**config.mk**
```make
export PLATFORM = sky130hd
export DESIGN_NAME = kernel3x3_filter
export DESIGN_NICKNAME = d
export VERILOG_FILES = /design/src/rtl/kernel3x3_filter.sv
export SDC_FILE = /design/constraint.sdc
export NUM_CORES = 1
export LEC_CHECK = 0
export BUFFER_PORTS_ARGS = -buffer_cell sky130_fd_sc_hd__buf_2
export CAP_MARGIN = 20
export CORE_ASPECT_RATIO = 1.2
export CORE_MARGIN = 3
export CORE_UTILIZATION = 65
export DETAILED_ROUTE_END_ITERATION = 7
export MAX_ROUTING_LAYER = met4
export PLACE_DENSITY = 0.95
export SYNTH_ARGS = -nofsm -noshare
export SYNTH_HDL_FRONTEND = slang
export SYNTH_SLANG_ARGS = --single-unit
```
**constraint.sdc**
```tcl
create_clock -name clk -period 9.6 [get_ports clk]
set_clock_uncertainty 0.05 [all_clocks]
set_input_delay 0.48 -clock clk [delete_from_list [all_inputs] [get_ports clk]]
set_output_delay 0.48 -clock clk [all_outputs]
set_load 0.03 [all_outputs]
```
**src/rtl/kernel3x3_filter.sv**
```systemverilog
// 3x3 neighbourhood filter with per-pixel selectable kernel (pass, box, gauss, sharpen) and saturation counter.
// Latency: 3 clk from valid_in to valid_out, one pixel per cycle.
// Backpressure: none; every valid_in is accepted and outputs hold while valid_out is low.
module kernel3x3_filter #(
    parameter int CW    = 4,
    parameter int NCH   = 3,
    parameter int CNT_W = 16
) (
    input  logic                  clk,
    input  logic                  reset,
    input  logic                  valid_in,
    input  logic [1:0]            mode,
    input  logic [9*NCH*CW-1:0]   window,
    input  logic                  sat_clr,
    output logic                  valid_out,
    output logic [NCH*CW-1:0]     filter_out,
    output logic [NCH*CW-1:0]     original_out,
    output logic [CNT_W-1:0]      sat_count
);
    localparam int PW    = NCH * CW;
    localparam int SW    = CW + 6;
    localparam int PWIDE = SW + 13;

    localparam logic [12:0]          BOX_MUL = 13'd7282;
    localparam logic signed [SW-1:0] MAXV    = SW'((1 << CW) - 1);
    localparam logic [CNT_W-1:0]     CNT_MAX = '1;

    localparam logic [1:0] M_PASS  = 2'd0;
    localparam logic [1:0] M_BOX   = 2'd1;
    localparam logic [1:0] M_GAUSS = 2'd2;

    // Stage 1: raw window capture
    logic            s1_vld;
    logic [1:0]      s1_mode;
    logic [9*PW-1:0] s1_win;

    always_ff @(posedge clk or negedge reset) begin
        if (!reset) begin
            s1_vld  <= 1'b0;
            s1_mode <= 2'd0;
            s1_win  <= '0;
        end else begin
            s1_vld  <= valid_in;
            s1_mode <= mode;
            s1_win  <= window;
        end
    end

    // Stage 2 shared state: mode and centre pixel travel with the sums
    logic          s2_vld;
    logic [1:0]    s2_mode;
    logic [PW-1:0] s2_ctr;

    always_ff @(posedge clk or negedge reset) begin
        if (!reset) begin
            s2_vld  <= 1'b0;
            s2_mode <= 2'd0;
            s2_ctr  <= '0;
        end else begin
            s2_vld  <= s1_vld;
            s2_mode <= s1_mode;
            s2_ctr  <= s1_win[4*PW +: PW];
        end
    end

    logic [PW-1:0]  filt_nxt;
    logic [NCH-1:0] clip_vec;

    genvar g, k;
    generate
        for (g = 0; g < NCH; g++) begin : g_ch
            logic signed [SW-1:0] p [9];
            logic signed [SW-1:0] sum_c;
            logic signed [SW-1:0] s2_sum;
            logic [PWIDE-1:0]     prod;
            logic signed [SW-1:0] norm;
            logic [CW-1:0]        ch_val;
            logic                 ch_clip;

            for (k = 0; k < 9; k++) begin : g_px
                assign p[k] = SW'(s1_win[k*PW + g*CW +: CW]);
            end

            always_comb begin
                case (s1_mode)
                    M_PASS:  sum_c = p[4];
                    M_BOX:   sum_c = p[0] + p[1] + p[2] + p[3] + p[4]
                                   + p[5] + p[6] + p[7] + p[8];
                    M_GAUSS: sum_c = (p[0] + p[2] + p[6] + p[8])
                                   + ((p[1] + p[3] + p[5] + p[7]) <<< 1)
                                   + (p[4] <<< 2);
                    default: sum_c = (p[4] <<< 2) + p[4]
                                   - p[1] - p[3] - p[5] - p[7];
                endcase
            end

            always_ff @(posedge clk or negedge reset) begin
                if (!reset) begin
                    s2_sum <= '0;
                end else begin
                    s2_sum <= sum_c;
                end
            end

            // Box sums are never negative, so the /9 reciprocal multiply can stay unsigned
            assign prod = PWIDE'($unsigned(s2_sum)) * PWIDE'(BOX_MUL);

            always_comb begin
                case (s2_mode)
                    M_BOX:   norm = SW'(prod >> 16);
                    M_GAUSS: norm = s2_sum >>> 4;
                    default: norm = s2_sum;
                endcase
                ch_val  = norm[CW-1:0];
                ch_clip = 1'b0;
                if (norm[SW-1]) begin
                    ch_val  = '0;
                    ch_clip = 1'b1;
                end else if (norm > MAXV) begin
                    ch_val  = '1;
                    ch_clip = 1'b1;
                end
            end

            assign filt_nxt[g*CW +: CW] = ch_val;
            assign clip_vec[g]          = ch_clip;
        end
    endgenerate

    // Stage 3: output registers hold their value between valid pixels
    always_ff @(posedge clk or negedge reset) begin
        if (!reset) begin
            valid_out    <= 1'b0;
            filter_out   <= '0;
            original_out <= '0;
        end else begin
            valid_out <= s2_vld;
            if (s2_vld) begin
                filter_out   <= filt_nxt;
                original_out <= s2_ctr;
            end
        end
    end

    always_ff @(posedge clk or negedge reset) begin
        if (!reset) begin
            sat_count <= '0;
        end else if (sat_clr) begin
            sat_count <= '0;
        end else if (s2_vld && (|clip_vec) && (sat_count != CNT_MAX)) begin
            sat_count <= sat_count + 1'b1;
        end
    end
endmodule

```
* After elaboration in Yosys (flattened, before gate mapping)
Index checks and enable logic that the tools add are counted.
Operators by class: $add $sub $neg 64, multiply operators 3, divide/modulo/power cells 0, $lt $le $gt $ge 3, equal/unequal tests 5, shift operators 0, mux-type cells 20, bitwise logic cells 0, reductions and logical operators 5
Operator list (number):
- $pmux W10 S3 | 3
- $add A6 B4 Y7 | 12
- $mul A10 B12 Y22 const B | 3
- $add A10 B5 Y10 | 6
- $pmux W10 S2 | 3
- $add A5 B4 Y6 | 9
- $add A4 B4 Y5 | 9
- $mux W16 | 2
- $add A9 B4 Y10 | 3
- $add A9 B6 Y10 | 3
- $gt A10 B5 Y1 const B | 3
- $sub A10 B5 Y10 | 3
- $sub A9 B5 Y10 | 3
- $add A7 B8 Y9 | 3
- $add A8 B4 Y9 | 3
- $sub A8 B5 Y9 | 3
- $add A7 B4 Y8 | 3
- $mux W4 | 6
- $sub A7 B4 Y8 | 3
- $add A16 B1 Y16 const B | 1
- $ne A16 B16 Y1 const B | 1
- $mux W1 | 6
- $eq A2 B1 Y1 const B | 2
- $eq A2 B2 Y1 const B | 2
- 4 further kinds | 5
Storage, ports and cells: flip-flop bits (word level) 197, latch bits 0, bits in writable memories 0, ROM bits 0, input bits 114, output and inout bits 41, word-level logic and storage cells 113, memories 0

* Depth between registers and ports, before layout
Gate-level depths: netlist of run 1.
depth in word-level cells 10, mapped depth 20, mapped depth without buffers 19

* Worst setup path before layout of run 1
No wires, ideal clock.
path type reg2reg, start register g_ch[0].s2_sum[7], end register sat_count[0], library setup time 125 ps, data arrival time 5382 ps, required time 9425 ps, slack 4043 ps, stages on the path, launching flop included 21, buffers on the path 1, clock period less this slack 5557 ps, path through dfrtp_1 -> inv_1 -> fa_1 -> inv_1 -> ha_1 -> fa_1 -> inv_1 -> fa_1 -> inv_1 -> ha_1 -> ha_1 -> a21oi_1 -> or3b_2 -> a311oi_1 -> a311o_1 -> nor3b_1 -> o31ai_1 -> nor4b_4 -> buf_6 -> nor2_2 -> mux2_4
Between the ends: word-level cells in the longest chain between the ends 9
RTL lines:
- from (decl) | line 74 | logic signed [SW-1:0] s2_sum;
- from (signal assigned) | line 101 | s2_sum <= sum_c;
- $mul A10 B12 Y22 | line 106 | assign prod = PWIDE'($unsigned(s2_sum)) * PWIDE'(BOX_MUL);
- $pmux W10 S2 * | line 109 | case (s2_mode)
- $gt A10 B5 Y1 * | line 119 | end else if (norm > MAXV) begin
- $mux W1 * | line 119
- $mux W1 * | line 116 | if (norm[SW-1]) begin
- $reduce_or A3 Y1 * | line 150 | end else if (s2_vld && (|clip_vec) && (sat_count != CNT_MAX)) begin
- $logic_and A1 B1 Y1 * (2 in series) | line 150
- $reduce_bool A2 Y1 (no source line) *
- to (signal assigned) | line 151 | sat_count <= sat_count + 1'b1;
- to (decl) | line 18 | output logic [CNT_W-1:0] sat_count
Every way passes the cells marked *; elsewhere a longest branch is shown, timed or not. A chain may end at the register's enable or synchronous reset.

* Worst setup path in the final report of run 1
start register g_ch[0].s2_sum[7], end register sat_count[12]
The elaborated chain is that of the path after synthesis.

==> results of run 1 <==
[sequential cells by signal, summed over array words and instances, names as in the netlist, 2 cells and up]
register      flops
filter_out       12
g_ch.s2_sum      30
original_out     12
s1_mode           2
s1_win          108
s2_ctr           12
s2_mode           2
sat_count        16
[kinds of logic (layout without fill, tap and decap cells)]
family | Yosys count | after routing
XOR/XNOR | 81 | 81
multiplexers | 39 | 39
AO/OA/AOI/OAI | 273 | 273
flip-flops | 197 | 197
AND/OR/NAND/NOR | 239 | 239
buffers and inverters | 349 | 517
adder cells (fa/ha/maj) | 594 | 594
[routing by layer]
layer | GRT usage, % | routed length (um) | vias to the layer above
met5 | - | 0 | -
li1 | - | - | 6213
met4 | 18.6 | 3170 | 0
met3 | 5.03 | 2840 | 294
met1 | 34.9 | 17600 | 7205
met2 | 57.1 | 26600 | 695
[cell usage after synthesis, drive strengths merged (3+ instances only)]
cell type,count
or4,4
nor2,60
mux2i,3
and4,4
o21a,8
a22oi,4
o31ai,10
a221o,3
dfrtp,197
a221oi,5
o22ai,7
buf,5
fa,252
o21bai,15
a2111oi,3
nand2,43
mux4,12
nor3,16
and2,7
a211oi,5
xnor2,46
nor3b,8
or3,7
nand2b,13
and3,11
a21oi,80
nand4,14
nand3b,5
mux2,24
nand3,14
o211a,4
o211ai,14
inv,326
a21o,38
xor2,35
o221a,3
ha,342
nor2b,25
clkbuf,18
a31oi,7
o21ai,49
[area by class of cell]
type	count	area [um2]
multi-input cells	1226	13700
fillers	1786	8150
flip-flops and latches	197	4930
inverters	326	1220
repair buffers	160	827
well taps	390	488
clock buffers	18	439
clock inverters	13	140
[per-stage QoR]
stage / util [%] / setup slack [ns] / hold slack (ns) / cells
after floorplan: - / 4.04 / 0.134 / 1772
after global placement: 70.7 / 3.44 / 0.285 / 2298
after detailed placement: 70.7 / 3.18 / 0.285 / 2298
after CTS: 72.7 / 3.14 / 0.0641 / 2330
after global routing: 72.7 / 2.84 / 0.0550 / 2330
final: 72.7 / 3.07 / 0.0628 / 2330
[final timing paths]
path,endpoint,depth (start not counted)
worst max-delay path,sat_count[12],19
worst min-delay path,s1_win[66],1
worst max register to register,sat_count[12],19
worst min register to register,s2_vld,0
max in group asynchronous,g_ch[2].s2_sum[0],3
min in group asynchronous,sat_count[11],2
[critical path, delay by kind of cell, from the launching register on]
family	cells	cell delay [ns]
AOI/OAI and AO/OA	4	1.13
DFF	1	0.52
and+or+nand+nor	4	1.42
adders and majority gates	6	2.66
muxes	1	0.34
buffers and inverters	4	0.29
==> results.rst, run 1 <==
.. list-table::
   :header-rows: 1

   * - Metric
     - Value
   * - Run status
     - finished clean
   * - Die H
     - 198 um
   * - Total length of routed wires
     - 50200 um
   * - Area fraction in and, or, nand and nor cells after synthesis
     - 6.38%
   * - Fraction of synthesized cell area taken by the top area cell type
     - 25.3%
   * - Maximum number of pins on one net before global-route repair
     - 75
   * - Synthesized flop and latch total
     - 197
   * - Post-CTS setup repair buffer count
     - 0
   * - HP Class
     - input pin to flip-flop
   * - Most used cell along the critical path
     - sky130_fd_sc_hd__inv_1
   * - Leftover overflow at the end of global routing
     - 0
   * - Max-cap viol count
     - 0
   * - Count of mapped cells out of synthesis
     - 1772
   * - Top FF cell, synth
     - sky130_fd_sc_hd__dfrtp_1
   * - Std cell rows
     - 69
   * - Hold bufs inserted after CTS
     - 1
   * - Clk Latency, worst-skew pair
     - 0.46 ns
   * - First-pass GRT wire length
     - 81500 um
   * - Post-synthesis compound-gate area fraction
     - 8.96%
   * - Number of ports placed on the die boundary
     - 155
   * - Total routing usage reported by global routing
     - 32.4%
   * - Maximum fanout count along the critical path
     - 19
   * - Number of clock buffers inserted by TritonCTS
     - 17
   * - WL/cell
     - 21.5 um
   * - Reg-to-reg critical path startpoint
     - g_ch[0].s2_sum[7]
   * - Biggest area contributors in the synthesized netlist
     - sky130_fd_sc_hd__fa_1, sky130_fd_sc_hd__dfrtp_1, sky130_fd_sc_hd__ha_1
   * - Final max-slew violation count
     - 0
   * - Number of failing setup endpoints in the final timing report
     - 0
   * - Crit-path max cell delay
     - 0.93 ns
   * - Detailed Route Iter0 Violations
     - 1163
   * - Series of cell instances along the critical path
     - inv_1 > fa_1 > inv_1 > ha_1 > fa_1 > inv_1 > fa_1 > inv_1 > ha_1 > ha_1 > a21oi_1 > or3b_2 > a311oi_1 > a311o_1 > nor3b_1 > o31ai_1 > nor4b_4 > nor2_1 > mux2_4
   * - Clock tree root buffer cell
     - sky130_fd_sc_hd__clkbuf_16
   * - Number of failing hold endpoints at the final stage
     - 0
   * - Initial antenna violation count
     - 0
   * - DRC violations left
     - 0
   * - Crit path max-delay cell type
     - sky130_fd_sc_hd__nor4b_4
   * - Synthesized area divided by synthesized cell count
     - 11.2 um2
   * - Synthesized cell area
     - 19900 um2
   * - Crit path DAT
     - 6.83 ns
   * - Post-synth top area cell
     - sky130_fd_sc_hd__fa_1
   * - Share of synthesized area spent on multiplexers
     - 2.94%
   * - Async set or reset register ratio after synthesis
     - 100%
   * - Maximum operating frequency
     - 153 MHz
   * - Area of the placeable core
     - 29900 um2
   * - Crit path required time
     - 9.91 ns
   * - Unrepaired setup endpoints after global routing
     - false
   * - Antenna diode count
     - 0
   * - Most common cell after layout, fill and taps aside
     - sky130_fd_sc_hd__ha_1
   * - Initial core utilization
     - 66.7%
   * - Dominant combinational cell family by area after synthesis
     - adder cells
   * - Hold Startpoint
     - window[66]
   * - Post-CTS sizing
     - 0
   * - Standard cell area after detailed placement
     - 21100 um2
   * - DRT Pass-1 Iters
     - 7
   * - Adder-cell share of the synthesized area
     - 46.8%
   * - Htree depth
     - 4
   * - Width of the chip
     - 166 um
   * - Placer's final routability congestion estimate
     - 0.954
   * - Synth-to-Final Area Change
     - 9.04%
   * - Die ar.
     - 32800 um2
   * - Synthesized netlist net count
     - 2480
   * - Final total negative setup slack
     - 0 ns
   * - Deepest clock path buffer count
     - 2
   * - Kind of end point of the critical path
     - flip-flop
   * - TritonCTS Sinks
     - 197
   * - Remaining antenna violation count after routing
     - 0
   * - TritonCTS clock tree
     - done
   * - Overall via count from detail_route
     - 14407
   * - Final worst path period share
     - 68.0%
   * - IO Port Bufs
     - 154
   * - Yosys synthesis warning count
     - 0
   * - Post-layout min period
     - 6.53 ns
   * - Clock transition at the registers of the reported paths
     - 0.08 ns
   * - Xor/xnor share of the synthesized area
     - 3.56%
   * - Vias per inst
     - 6.18
   * - Number of enable flip-flop cells after synthesis
     - 0
   * - Leading cell types in the layout, fill and taps excluded
     - sky130_fd_sc_hd__ha_1, sky130_fd_sc_hd__inv_1, sky130_fd_sc_hd__fa_1
   * - Nets@finish
     - 2636
   * - Vias in the first global route
     - 16379
   * - Worst slew slack as a fraction of its limit
     - 29.3%
   * - Register-to-register setup slack
     - 3.07 ns
   * - Beginning of the critical path
     - g_ch[0].s2_sum[7]
   * - Post-synthesis sequential area ratio
     - 24.7%
   * - Startpoint Class
     - flip-flop
   * - Number of distinct library cell variants in the gate-level netlist after synthesis
     - 69
   * - Transition time of the tightest slew-check pin
     - 1.06 ns
   * - Type of the setup path with the least slack
     - flip-flop to flip-flop
   * - Final instance area
     - 21700 um2
   * - Proportion of layout cells with a drive suffix above 1
     - 12.3%
   * - Placed wire-length estimate
     - 40300 um
Power of run 1 is not shown: default switching activity piles up to over one toggle a cycle in this logic, so the estimate is an artifact.
==> run 2, diff against run 1 <==
--- a/config.mk
+++ b/config.mk
@@ -9,10 +9,10 @@
 export CAP_MARGIN = 20
 export CORE_ASPECT_RATIO = 1.2
 export CORE_MARGIN = 3
-export CORE_UTILIZATION = 65
+export CORE_UTILIZATION = 57
 export DETAILED_ROUTE_END_ITERATION = 7
 export MAX_ROUTING_LAYER = met4
-export PLACE_DENSITY = 0.95
+export PLACE_DENSITY = 0.89
 export SYNTH_ARGS = -nofsm -noshare
 export SYNTH_HDL_FRONTEND = slang
 export SYNTH_SLANG_ARGS = --single-unit
==> constraint.sdc (replaced) <==
create_clock -name clk -period 5.5 [get_ports clk]
set_clock_uncertainty 0.05 [all_clocks]
set_input_delay 0.275 -clock clk [delete_from_list [all_inputs] [get_ports clk]]
set_output_delay 0.275 -clock clk [all_outputs]
set_load 0.03 [all_outputs]
==> run 2 against run 1 <==
  * Global-route usage shrank 2.2 points
  * Count of clock-buffer cells in the layout is the same
  * Register-to-register slack lost 3.1 ns
  * The run now ends with negative setup slack left
  * Flip-flop and latch count is the same
  * Final area grew 11%
  * Fmax grew 18%
  * Final cell count grew 11%
  * Critical path type unchanged
  * Setup slack lost 3.1 ns
==> results.rst, run 2 (synthesis gave the netlist of run 1 again) <==
.. list-table::
   :header-rows: 1

   * - Metric
     - Value
   * - Run status
     - finished, violations left
   * - Violated checks
     - negative setup slack
   * - Startpoint Class
     - flip-flop
   * - Final max-slew violation count
     - 0
   * - Remaining antenna violation count after routing
     - 0
   * - Clock tree root buffer cell
     - sky130_fd_sc_hd__clkbuf_16
   * - Transition time of the tightest slew-check pin
     - 0.954 ns
   * - Nets@finish
     - 2813
   * - Standard cell area after detailed placement
     - 21500 um2
   * - Die H
     - 211 um
   * - Worst slew slack as a fraction of its limit
     - 36.4%
   * - Total length of routed wires
     - 60000 um
   * - First-pass GRT wire length
     - 85300 um
   * - Maximum fanout count along the critical path
     - 3
   * - Capturing instance or port of the critical path
     - g_ch[0].s2_sum[7]
   * - Type of the setup path with the least slack
     - flip-flop to flip-flop
   * - Number of failing hold endpoints at the final stage
     - 0
   * - Leftover overflow at the end of global routing
     - 0
   * - Placed wire-length estimate
     - 38700 um
   * - Initial core utilization
     - 58.1%
   * - Crit path DAT
     - 5.86 ns
   * - Placer's final routability congestion estimate
     - 0.940
   * - Vias per inst
     - 6.13
   * - HP Class
     - input pin to flip-flop
   * - Leading cell types in the layout, fill and taps excluded
     - sky130_fd_sc_hd__inv_1, sky130_fd_sc_hd__ha_1, sky130_fd_sc_hd__fa_1
   * - Number of ports placed on the die boundary
     - 155
   * - Clk Latency, worst-skew pair
     - 0.48 ns
   * - Post-layout min period
     - 5.55 ns
   * - Overall via count from detail_route
     - 15783
   * - Final instance count without filler cells
     - 2576
   * - Clock transition at the registers of the reported paths
     - 0.08 ns
   * - Setup slack after layout
     - -0.0535 ns
   * - Final instance area
     - 24200 um2
   * - Std cell rows
     - 74
   * - Vias in the first global route
     - 17007
   * - Register-to-register setup slack
     - -0.05 ns
   * - Crit path required time
     - 5.80 ns
   * - DRC violations left
     - 0
   * - Proportion of layout cells with a drive suffix above 1
     - 20.1%
   * - DRT Pass-1 Iters
     - 8
   * - Deepest clock path buffer count
     - 2
   * - Cell count after placement
     - 2398
   * - Largest register FFs
     - 108
   * - Area of the placeable core
     - 34300 um2
   * - Detailed Route Iter0 Violations
     - 1755
   * - Initial antenna violation count
     - 3
   * - Most common cell after layout, fill and taps aside
     - sky130_fd_sc_hd__inv_1
   * - Top register by number of flip-flops
     - s1_win
   * - Max-cap viol count
     - 0
   * - Width of the chip
     - 177 um
   * - Worst reg-to-reg path cell count
     - 17
   * - Kind of end point of the critical path
     - flip-flop
   * - WL/cell
     - 23.3 um
   * - Synth-to-Final Area Change
     - 21.5%
   * - Unrepaired setup endpoints after global routing
     - true
   * - Maximum operating frequency
     - 180 MHz
   * - Htree depth
     - 4
   * - Die ar.
     - 37200 um2
   * - Number of clock buffers inserted by TritonCTS
     - 17
   * - Biggest regs
     - s1_win: 108 flops, g_ch.s2_sum: 30 flops, sat_count: 16 flops
   * - IO Port Bufs
     - 154
   * - Reg-to-reg critical path startpoint
     - s1_win[13]
   * - Beginning of the critical path
     - s1_win[13]
   * - Worst flop-to-flop path endpoint
     - g_ch[0].s2_sum[7]
   * - Number of failing setup endpoints in the final timing report
     - 11
   * - TritonCTS clock tree
     - done
   * - Final worst path period share
     - 101%
   * - Total routing usage reported by global routing
     - 30.2%
   * - Maximum number of pins on one net before global-route repair
     - 110
   * - TritonCTS Sinks
     - 197
==> run 2: cell count changes in the layout (fill, tap and decap cells not counted), moves of 14 or more <==
cell	before	now
sky130_fd_sc_hd__a21oi_2	0	16
sky130_fd_sc_hd__ha_4	0	33
sky130_fd_sc_hd__buf_4	5	65
sky130_fd_sc_hd__dlygate4sd3_1	1	112
sky130_fd_sc_hd__dfrtp_2	1	15
sky130_fd_sc_hd__a21oi_1	80	64
sky130_fd_sc_hd__dfrtp_1	196	182
sky130_fd_sc_hd__ha_1	342	305
==> run 2: what timing repair did <==
| item | 4_1_cts | 5_1_grt |
|---|---|---|
| hold buffers | 112 | 0 |
| cloned | 0 | 1 |
| buffers inserted | 0 | 31 |
| resized for setup | 12 | 135 |
| hold endpoints to repair | 218 | 0 |
| endpoints found under the setup margin | 16 | 32 |
| pin swaps | 0 | 56 |
==> run 2: area by class of cell <==
type,count,area (um2)
Inverter,326,1220
Tap cell,456,571
Antenna cell,3,7.51
Sequential cell,197,4950
Clock inverter,13,131
Multi-Input combinational cell,1226,14400
Fill cell,2073,10100
Clock buffer,18,429
Timing Repair Buffer,337,2480
==> run 2: worst min-delay path by stage <==
stage	from	to	cells past startpoint
floorplan	reset	filter_out[0]	0
global placement	s1_vld	s2_vld	0
detailed placement	s1_vld	s2_vld	0
CTS	sat_clr	sat_count[3]	2
global route	sat_clr	sat_count[4]	2
finish	sat_clr	sat_count[14]	2
==> run 2: critical path, stage by stage (launching register included) <==
cell and delay, ns:
sky130_fd_sc_hd__dfrtp_2 0.45, sky130_fd_sc_hd__fa_1 0.57, sky130_fd_sc_hd__fa_1 0.48, sky130_fd_sc_hd__ha_4 0.21
sky130_fd_sc_hd__fa_1 0.52, sky130_fd_sc_hd__fa_1 0.52, sky130_fd_sc_hd__inv_1 0.05, sky130_fd_sc_hd__fa_1 0.48
sky130_fd_sc_hd__inv_1 0.05, sky130_fd_sc_hd__fa_2 0.56, sky130_fd_sc_hd__ha_1 0.24, sky130_fd_sc_hd__a21o_1 0.19
sky130_fd_sc_hd__a21oi_2 0.18, sky130_fd_sc_hd__o21bai_1 0.09, sky130_fd_sc_hd__a21oi_2 0.15, sky130_fd_sc_hd__xnor2_1 0.15
sky130_fd_sc_hd__o21ai_0 0.14, sky130_fd_sc_hd__o21ai_1 0.33
==> run 2: per-layer routing <==
layer | track usage [%] | up-vias | part of all wire (%)
li1 | - | 6582 | -
met1 | 33.4 | 7781 | 34
met2 | 52.3 | 997 | 51
met3 | 4.24 | 423 | 7.0
met4 | 17.3 | 0 | 8.1
met5 | - | - | 0
==> run 2: stage by stage <==
| step | hold slack, ns | TNS [ns] | util (%) | setup slack, ns |
|---|---|---|---|---|
| floorplan | -0.0706 | 0 | - | 0.0173 |
| global placement | 0.289 | 0 | 62.7 | 0.0479 |
| detailed placement | 0.289 | -0.883 | 62.7 | -0.0979 |
| CTS | 0.192 | 0 | 67.8 | 0.00127 |
| global route | 0.234 | -2.75 | 70.7 | -0.213 |
| finish | 0.226 | -0.239 | 70.7 | -0.0535 |
Power of run 2 is left out for the same reason.
